## config.mk

```make
export PLATFORM = sky130hd
export DESIGN_NAME = reg_cmd_sequencer
export DESIGN_NICKNAME = d
export VERILOG_FILES = /design/src/rtl/reg_cmd_pkg.sv /design/src/rtl/cmd_watchdog.sv /design/src/rtl/reg_cmd_sequencer.sv
export SDC_FILE = /design/constraint.sdc
export NUM_CORES = 1
export LEC_CHECK = 0
export ABC_AREA = 1
export CAP_MARGIN = 20
export CORE_ASPECT_RATIO = 1.5
export CORE_MARGIN = 10
export CORE_UTILIZATION = 30
export CTS_BUF_LIST = sky130_fd_sc_hd__clkbuf_8
export CTS_CLUSTER_DIAMETER = 80
export DETAILED_ROUTE_END_ITERATION = 7
export GPL_TIMING_DRIVEN = 0
export SYNTH_ARGS = -nofsm -noshare
export SYNTH_HDL_FRONTEND = slang
export SYNTH_SLANG_ARGS = --single-unit
export TNS_END_PERCENT = 30
```

## constraint.sdc

```tcl
create_clock -name clk -period 2.59 [get_ports clk]
set_input_delay 0.777 -clock clk [delete_from_list [all_inputs] [get_ports clk]]
set_output_delay 0.777 -clock clk [all_outputs]
set_load 0.01 [all_outputs]
```

## src/rtl/reg_cmd_pkg.sv

```systemverilog
// reg_cmd_pkg: opcodes, trailer/status layout, header fields and FSM states for the command sequencer
package reg_cmd_pkg;
  localparam logic [3:0] OP_WRITE    = 4'd1;
  localparam logic [3:0] OP_READ     = 4'd2;
  localparam logic [3:0] TRAILER_TAG = 4'hA;
  localparam int STATUS_ILLEGAL   = 0;
  localparam int STATUS_TIMEOUT   = 1;
  localparam int STATUS_BAD_OP    = 2;
  localparam int STATUS_BAD_COUNT = 3;
  localparam int OP_HI  = 31;
  localparam int OP_LO  = 28;
  localparam int CNT_HI = 27;
  localparam int CNT_LO = 16;
  localparam int TAG_HI = 15;
  localparam int TAG_LO = 0;
  typedef enum logic [3:0] {
    S_IDLE, S_HDR, S_ADDR, S_LOAD, S_CHK, S_WR, S_RD, S_RCAP, S_PUSH, S_DRAIN, S_TRL, S_TRL2
  } state_t;
endpackage

```

## src/rtl/cmd_watchdog.sv

```systemverilog
// cmd_watchdog: loadable down-counter; expire fires on the TIMEOUT-th consecutive enabled cycle after a clear
module cmd_watchdog #(
  parameter int TIMEOUT = 1024
) (
  input  logic clk,
  input  logic reset_n,
  input  logic clr,
  input  logic en,
  output logic expire
);
  logic [15:0] cnt;
  always_ff @(posedge clk or negedge reset_n) begin
    if (!reset_n) cnt <= '0;
    else if (clr) cnt <= 16'(TIMEOUT - 1);
    else if (en && cnt != '0) cnt <= cnt - 16'd1;
  end
  assign expire = en && !clr && cnt == '0;
endmodule

```

## src/rtl/reg_cmd_sequencer.sv

```systemverilog
// reg_cmd_sequencer: parses framed register commands from the RX FIFO, drives register strobes, streams read data and trailer to TX
module reg_cmd_sequencer
  import reg_cmd_pkg::*;
#(
  parameter int MAX_COUNT = 32,
  parameter int TIMEOUT   = 1024
) (
  input  logic        clk,
  input  logic        reset_n,
  input  logic [31:0] rx_word,
  input  logic        rx_valid,
  output logic        rx_pop,
  output logic [31:0] tx_word,
  output logic        tx_push,
  input  logic        tx_full,
  output logic [31:0] reg_data,
  output logic        reg_num_le,
  output logic        reg_wr_en,
  output logic        reg_rd_en,
  input  logic [31:0] reg_rd_data,
  input  logic        illegal_reg_num,
  output logic        busy
);
  state_t      state, nxt;
  logic [3:0]  op, status, hdr_op;
  logic [11:0] cnt, done, popped, tag;
  logic [31:0] addr, hold;
  logic        wait_st, expire, op_ok, cnt_bad, last;
  assign hdr_op  = rx_word[OP_HI:OP_LO];
  assign op_ok   = hdr_op == OP_WRITE || hdr_op == OP_READ;
  assign cnt_bad = cnt == '0 || cnt > 12'(MAX_COUNT);
  assign last    = done + 12'd1 == cnt;
  assign wait_st = state inside {S_ADDR, S_WR, S_DRAIN};
  cmd_watchdog #(.TIMEOUT(TIMEOUT)) u_wdog (
    .clk    (clk),
    .reset_n(reset_n),
    .clr    (rx_pop || !wait_st),
    .en     (wait_st && !rx_valid),
    .expire (expire)
  );
  always_comb begin
    nxt = state;
    case (state)
      S_IDLE:  nxt = rx_valid ? S_HDR : S_IDLE;
      S_HDR:   nxt = !rx_valid ? S_HDR : op_ok ? S_ADDR : S_TRL;
      S_ADDR:  nxt = rx_valid ? (cnt_bad ? S_TRL : S_LOAD) : expire ? S_TRL : S_ADDR;
      S_LOAD:  nxt = S_CHK;
      S_CHK:   nxt = illegal_reg_num ? (op == OP_WRITE ? S_DRAIN : S_TRL) : (op == OP_WRITE ? S_WR : S_RD);
      S_WR:    nxt = rx_valid ? (last ? S_TRL : S_LOAD) : expire ? S_TRL : S_WR;
      S_RD:    nxt = S_RCAP;
      S_RCAP:  nxt = S_PUSH;
      S_PUSH:  nxt = tx_full ? S_PUSH : last ? S_TRL : S_LOAD;
      S_DRAIN: nxt = rx_valid ? (popped + 12'd1 == cnt ? S_TRL : S_DRAIN) : expire ? S_TRL : S_DRAIN;
      S_TRL:   nxt = tx_full ? S_TRL : S_TRL2;
      S_TRL2:  nxt = tx_full ? S_TRL2 : S_IDLE;
      default: nxt = S_IDLE;
    endcase
  end
  assign rx_pop     = rx_valid && state inside {S_HDR, S_ADDR, S_WR, S_DRAIN};
  assign reg_num_le = state == S_LOAD;
  assign reg_wr_en  = state == S_WR && rx_valid;
  assign reg_rd_en  = state == S_RD;
  assign reg_data   = reg_wr_en ? rx_word : reg_num_le ? addr : '0;
  assign tx_push    = !tx_full && state inside {S_PUSH, S_TRL, S_TRL2};
  assign tx_word    = state == S_PUSH ? hold :
                      state == S_TRL  ? {TRAILER_TAG, op, done, tag} :
                      state == S_TRL2 ? {28'd0, status} : '0;
  assign busy       = state != S_IDLE;
  always_ff @(posedge clk or negedge reset_n) begin
    if (!reset_n) begin
      state  <= S_IDLE;
      op     <= '0;
      cnt    <= '0;
      tag    <= '0;
      addr   <= '0;
      hold   <= '0;
      done   <= '0;
      popped <= '0;
      status <= '0;
    end else begin
      state <= nxt;
      if (state == S_IDLE) begin
        done   <= '0;
        popped <= '0;
        status <= '0;
      end
      if (state == S_HDR && rx_valid) begin
        op  <= hdr_op;
        cnt <= rx_word[CNT_HI:CNT_LO];
        tag <= rx_word[TAG_LO+11:TAG_LO];
        if (!op_ok) status[STATUS_BAD_OP] <= 1'b1;
      end
      if (state == S_ADDR && rx_valid) begin
        addr <= rx_word;
        if (cnt_bad) status[STATUS_BAD_COUNT] <= 1'b1;
      end
      if (expire) status[STATUS_TIMEOUT] <= 1'b1;
      if (state == S_CHK && illegal_reg_num) status[STATUS_ILLEGAL] <= 1'b1;
      if (reg_wr_en) begin
        done   <= done + 12'd1;
        popped <= popped + 12'd1;
        addr   <= addr + 32'd1;
      end
      if (state == S_DRAIN && rx_valid) popped <= popped + 12'd1;
      if (state == S_RCAP) hold <= reg_rd_data;
      // a read word only counts once it has actually left for the TX FIFO
      if (state == S_PUSH && !tx_full) begin
        done <= done + 12'd1;
        addr <= addr + 32'd1;
      end
    end
  end
endmodule
```

==> metrics.md, run 1 <==
| Metric | Value |
|---|---|
| Drt initial violations | a little over 500 |
| Seq cells post-synth | 140 |
| Cts bufs inserted | 17 |
| CP Launch Type | flip-flop |
| Seq/Total Area, Yosys | ~41% |
| Die Ht | about 230 microns |
| Worst setup startpoint | state[1]$_DFF_PN0_ |
| Final setup margin | -312 ps |
| Number of max-cap violations | 0 |
| Layout area overhead | 37.2% |
| CP required | approximately 1800 ps |
| CTS sink cnt | 140 |
| Worst vdd ir | 0.438 mV |
| Worst path arrival time | about 2100 ps |
| CTS max path bufs | 2 |
| Max H-tree Level | 4 |
| PwrDens | 915 nW/um^2 |
| Max transition margin | roughly half |
| Clk network pwr share | between 10% and 20% |
| CP Cell Sequence | inv_4 -> nand2_4 -> nor3_4 -> nand2_4 -> clkbuf_16 -> o22ai_4 -> buf_6 |
| Total Neg Setup Slack | -10760 ps |
| Sequential fraction of design power | between 30% and 40% |
| Status | finished, violations left |
| Most used cell, CP | nand2_4 |
| Worst-path clk slew | around 90 ps |
| Worst path top cell family by delay | simple AND/OR/NAND/NOR gates |
| First-pass GRT wire length | around 49 mm |
| Slew Limit Fails | 0 |
| Fin crit share | 112% |
| Initial Utilization | between 30% and 40% |
| Logic pwr share | between 40 and 50% |
| Most frequent cells in the layout | nand2_1, inv_1, dfrtp_1, o21ai_0, nand3_1 |
| Core Footprint | between 20000 and 30000 sq um |
| Die area | 35500 sq um |
| Synth top area share | 41.4% |
| PortBufs | between 100 and 150 |
| Max Fclk | 345 MHz |
| Final min period | ~2900 ps |
| Detailed placement HPWL | 23.7 mm |
| Final WL | between 30 and 40 mm |
| Final hold violations | 0 |
| CP max stage delay | 450 ps |
| Int Pwr | 6120 uW |
| Post-Syn Nets | 1204 |
| Top FF cell, synth | dfrtp_1 |
| Commonest non-fill, non-tap cell in the layout | nand2_1 |
| Pre-CTS setup slack | -1220 ps |
| Dpl cells | 1614 |
| Root Buffer | clkbuf_8 |
| Post-route DRC | 0 |
| Fraction of layout cells with a size suffix above 1 | 22.7% |
| Initial antenna violation count | 1 |
| RSZ-0062 raised after global routing | yes |
| Post-synth EDFFs | 0 |
| CP max stage cell | dfrtp_2 |
| Number of global-route vias before repair | 8895 |
| Net Sw Frac | between 40% and 50% |
| Remaining global-route overflow | 0 |
| ANT nets after route | 0 |
| CP endpoint kind | primary output |
| Worst r2r src | state[3]$_DFF_PN0_ |
| Largest net degree at the start of global routing | 73 |
| Gpl congestion | between 0.9 and 1 |
| Synthesized area | 8470 sq um |
| Via Count | just under 9000 |
| Leak Pwr | ~0.0052 uW |
| Buf+Inv Stages, Crit Path | 3 |
| Area leader, netlist | dfrtp_1 |
| Async set-reset flop share out of synthesis | 100% |
| Synth warn | 0 |
| Failing checks | negative setup slack |
| Area contributors post-synth | dfrtp_1, nand2_1, o21ai_0 |
| Worst-margin pin slew | ~740 ps |
| Worst hold path class | input pin to async pin |
| Synth Instances | about 1100 |
| Area post-placement | around 10000 sq um |
| Final setup fails | 66 |
| Layout Nets | between 1000 and 1500 |
| Worst skew pair latency | approximately 480 ps |
| Pre-antenna DRT Iters | 5 |
| Avg Vias per Cell | 5.21 |
| Final Instance Area | ~12000 sq um |
| Routed len/inst | between 15 and 20 microns |
| # rows | 75 |
| Die outline width | between 150 and 200 microns |
| CTS tree | yes |
| Clk_skew | ~11 ps |
| Crit Path Class | flip-flop to primary output |
| Largest fanout on the critical path | 8 |
| IO Pins | between 100 and 150 |
| Syn_area_per_cell | 7.50 sq um |
| GRT Total Usage | 17.9% |
| Fin cells | around 1700 |
| Net switching power | 4510 uW |
| Synth unique cells | between 40 and 50 |
-- flip-flops by register name, indices dropped and copies added, names as in the netlist --
name and count:
hold 32, op 4, done 12, status 4, tag 12, cnt 12, state 4, popped 12
u_wdog.cnt 16, addr 32
-- layer usage --
metal | routed length (microns) | GRT usage (%)
met3 | 1670 | 3.69
met2 | 16900 | 32.3
met1 | 12100 | 19.2
met4 | 1030 | 8.53
met5 | 0 | 0
-- layout make-up --
class	count	area, sq um
antenna	1	2.50
buffer	37	349
clock buffer	17	234
clock inverter	13	176
fill	2842	16300
inverter	156	599
multi-input combinational	795	4680
sequential	140	3510
tap	346	433
timing repair buffer	179	1640
-- metrics by stage --
| step | power, uW | util (%) | hold slack (ps) |
|---|---|---|---|
| CTS | 10400 | 40.7 | 339 |
| global route | 11300 | 41.6 | 376 |
| detailed placement | 7800 | 36.9 | 475 |
| finish | 10600 | 41.6 | 329 |
| global placement | 7710 | 36.7 | 468 |
| floorplan | 6050 | - | 453 |
-- worst reg2reg max path: stages, from the launching register on --
cell and delay [ps]:
dfrtp_2 440, buf_4 150, nor2_4 140, buf_4 120, nand2_1 120, nor2_4 150
clkinvlp_4 160, buf_4 230, clkbuf_1 280, o21ai_0 250, o21ai_0 100, o21ai_0 100
-- final timing paths --
path,slack (ps),depth (start not counted),end
max in group asynchronous,1420,2,state[3]$_DFF_PN0_
worst min register to register,490,2,tag[0]$_DFFE_PN0P_
min in group clk,490,2,tag[0]$_DFFE_PN0P_
worst max-delay path,-310,7,reg_data[26]
worst min-delay path,330,1,addr[18]$_DFFE_PN0P_
worst max register to register,280,11,addr[12]$_DFFE_PN0P_
-- timing repair --
action                     4_1_cts  5_1_grt
setup endpoints to repair       70       68
gates resized for setup        443       66
cloned                           5        0
hold buffers                     0        0
setup buffers                   29        7
pin swaps                       10       10
hold endpoints to repair         0        0
-- power by group through the flow --
stage / logic (uW) / registers, uW / clock network (uW)
final: 4950 / 3730 / 1960
after global placement: 4010 / 3700 / 0
after floorplan: 2570 / 3490 / 0
after CTS: 4670 / 3700 / 1990
after global routing: 5430 / 3820 / 2080
after detailed placement: 4080 / 3720 / 0
-- cells in the mapped netlist, types with 4 or more instances --
cell type and number:
buf_1 4, nand2_1 250, dfrtp_1 140, nand3_1 84, a21oi_1 20, nand2_2 5, nor3_1 20, inv_1 149
nor4_1 12, buf_2 14, a22oi_1 9, o211ai_1 9, o22ai_1 42, mux2_2 30, clkbuf_1 21, nor2_1 86
o21ai_0 124, nor2_2 8, o221ai_1 4, ha_1 5, nand4_1 17, a32o_1 11, o21ai_1 7, xor2_1 18
xnor2_1 9, inv_2 7
-- cells by family (layout without fill, tap and decap cells) --
logic type,after synthesis,in the layout,synth area share [%]
mux,30,30,3.99
flops,140,140,41.4
xor+xnor,27,27,2.79
compound gates,233,233,16.0
other cells,0,1,0
simple gates,500,500,26.3
buf+inv,195,402,8.85
fa+ha+maj,5,5,0.738
Note: power is estimated with default switching activity, not from simulation.
==> run 2: changes to the inputs <==
SKIP_LAST_GASP = 1   (was default)
==> metrics.md, run 2 (synthesis results as in run 1) <==
| Metric | Value |
|---|---|
| Status | finished, violations left (unchanged) |
| Failing checks | negative setup slack (unchanged) |
| Die outline width | 157 microns (unchanged) |
| Finished Core Util | 40.9% (was 41.6%) |
| ANT nets after route | 0 (unchanged) |
| Drt initial violations | 498 (was 515) |
| Core Footprint | 28000 sq um (unchanged) |
| Die Ht | 226 microns (unchanged) |
| Worst hold path class | input pin to async pin (unchanged) |
| Avg Vias per Cell | 5.19 (was 5.21) |
| Worst vdd ir | 0.461 mV (was 0.438 mV) |
| # rows | 75 (unchanged) |
| Regs by FF count | addr: 32 flops, hold: 32 flops, u_wdog.cnt: 16 flops (unchanged) |
| Crit Path Class | flip-flop to primary output (unchanged) |
| Worst skew pair latency | 480 ps (about the same) |
| Number of global-route vias before repair | 8860 (was 8895) |
| Most frequent cells in the layout | nand2_1, inv_1, dfrtp_1, o21ai_0, nand3_1 (unchanged) |
| Worst r2r src | state[2]$_DFF_PN0_ (was state[3]$_DFF_PN0_) |
| Max H-tree Level | 4 (unchanged) |
| CP max stage delay | 460 ps (was 450 ps) |
| Max Fclk | 345 MHz (about the same) |
| CP max stage cell | dfrtp_2 (unchanged) |
| Worst setup startpoint | state[1]$_DFF_PN0_ (unchanged) |
| Register Area | 3510 sq um (unchanged) |
| RSZ-0062 raised after global routing | yes (unchanged) |
| Fillers | 2856 (was 2842) |
| Detailed placement HPWL | 23.7 mm (unchanged) |
| Most used cell, CP | nand2_4 (unchanged) |
| Layout Nets | 1395 (was 1400) |
| Remaining global-route overflow | 0 (unchanged) |
| Final Instance Area | 11400 sq um (was 11600 sq um) |
| Final setup fails | 69 (was 66) |
| Largest fanout on the critical path | 8 (unchanged) |
| Worst-margin pin slew | 730 ps (was 737 ps) |
| Gpl congestion | 0.931 (unchanged) |
| CTS max path bufs | 2 (unchanged) |
| Root Buffer | clkbuf_8 (unchanged) |
| CP Launch Type | flip-flop (unchanged) |
| Area post-placement | 10300 sq um (unchanged) |
| Pre-antenna DRT Iters | 5 (unchanged) |
| Die area | 35500 sq um (unchanged) |
| Initial antenna violation count | 1 (unchanged) |
| Multi-input logic area | 4610 sq um (was 4680 sq um) |
| CTS tree | yes (unchanged) |
| First-pass GRT wire length | 49.2 mm (was 49.4 mm) |
| Fin cells | 1679 (was 1684) |
| Post-route DRC | 0 (unchanged) |
| PwrDens | 908 nW/um^2 (was 915 nW/um^2) |
| Leak Pwr | 0.00515 uW (was 0.00523 uW) |
| CP required | 1810 ps (about the same) |
| Buf+Inv Stages, Crit Path | 3 (unchanged) |
| Initial Utilization | 30.3% (unchanged) |
| Final hold violations | 0 (unchanged) |
| Number of max-cap violations | 0 (unchanged) |
| Cts bufs inserted | 17 (unchanged) |
| Clk_skew | 13.6 ps (was 11.4 ps) |
| Max transition margin | 51.3% (was 50.9%) |
| Commonest non-fill, non-tap cell in the layout | nand2_1 (unchanged) |
| Largest net degree at the start of global routing | 73 (unchanged) |
| Dpl cells | 1614 (unchanged) |
| Slew Limit Fails | 0 (unchanged) |
| GRT Total Usage | 17.8% (was 17.9%) |
| Fraction of layout cells with a size suffix above 1 | 20.3% (was 22.7%) |
| Routed len/inst | 18.7 microns (was 18.8 microns) |
| Worst path arrival time | 2120 ps (was 2130 ps) |
| IO Pins | 139 (unchanged) |
| Hold slack | 329 ps (about the same) |
| Fin crit share | 112% (about the same) |
| CTS sink cnt | 140 (unchanged) |
| CP endpoint kind | primary output (unchanged) |
| Worst path top cell family by delay | simple AND/OR/NAND/NOR gates (unchanged) |
| Layout area overhead | 34.9% (was 37.2%) |
| Worst-path clk slew | 90 ps (about the same) |
| Final min period | 2900 ps (about the same) |
| Via Count | 8707 (was 8767) |
| PortBufs | 137 (unchanged) |
| Tot Pwr | 10400 uW (was 10600 uW) |
| CP Cell Sequence | inv_4 -> nand2_4 -> nor3_4 -> nand2_4 -> clkbuf_16 -> o22ai_4 -> buf_6 (unchanged) |
| Final setup margin | -305 ps (was -312 ps) |
| Final WL | 31.5 mm (was 31.7 mm) |
| Hold_buf cts | 0 (unchanged) |
## run 2: changes by cell type in the layout (fill, tap and decap cells not counted), moves of 3 or more
cell             delta
buf_8               -3
o21ai_1             -4
a32o_2              -5
o22ai_1             +5
clkdlybuf4s15_2     +5
o21ai_2             -6
o22ai_2             -4
o21ai_0            +10
a32o_1              +5
buf_2               +3
buf_6              -14
dlygate4sd2_1       +5
## run 2: what timing repair did
item | CTS | global route
buffers inserted | 29 | 5
pin swaps | 9 | 9
setup endpoints to repair | 70 | 70
gates resized for setup | 372 | 55
cloned | 5 | 0
## run 2: final cells by class
type / count / share of cell area (%)
antenna: 1 / 0.0219
timing repair buffer: 175 / 13.7
buffer: 36 / 2.61
tap: 346 / 3.79
multi-input combinational: 795 / 40.3
clock inverter: 13 / 1.54
sequential: 140 / 30.7
inverter: 156 / 5.25
clock buffer: 17 / 2.05
## run 2: where the power goes
part | switching [uW] | leakage, uW | internal (uW) | total, uW
sequential | 750 | 0.00172 | 2980 | 3730
clock | 925 | 0.000209 | 1030 | 1950
combinational | 2740 | 0.00322 | 1960 | 4700
## run 2: worst reg2reg max path: cells and delay by family (launching register included)
family / cells / cell delay, ps
compound gates: 3 / 400
buf+inv: 4 / 890
flops: 1 / 450
simple gates: 3 / 370
## run 2: path summary, 6_finish.rpt
path,end,slack [ps],cells after the start
min reg2reg,tag[0]$_DFFE_PN0P_,490,2
min,addr[18]$_DFFE_PN0P_,330,1
max,reg_data[26],-310,7
max in group asynchronous,state[3]$_DFF_PN0_,1410,2
max reg2reg,addr[12]$_DFFE_PN0P_,370,10
min in group clk,tag[0]$_DFFE_PN0P_,490,2
## run 2: layer usage
| metal | GRT usage (%) | vias to the layer above | part of all wire, % |
|---|---|---|---|
| met5 | 0 | - | 0 |
| met4 | 8.53 | 0 | 3.5 |
| met3 | 3.52 | 63 | 4.9 |
| met2 | 32.2 | 258 | 53 |
| met1 | 19.3 | 4195 | 39 |
| li1 | - | 4191 | - |
## run 2: metrics by stage
stage	setup WS (ps)	setup TNS [ps]
5_1_grt	-335	-16940
3_5_place_dp	-1220	-57060
3_3_place_gp	-5280	-794170
2_1_floorplan	91.5	0
4_1_cts	-276	-14690
6_report	-305	-11640
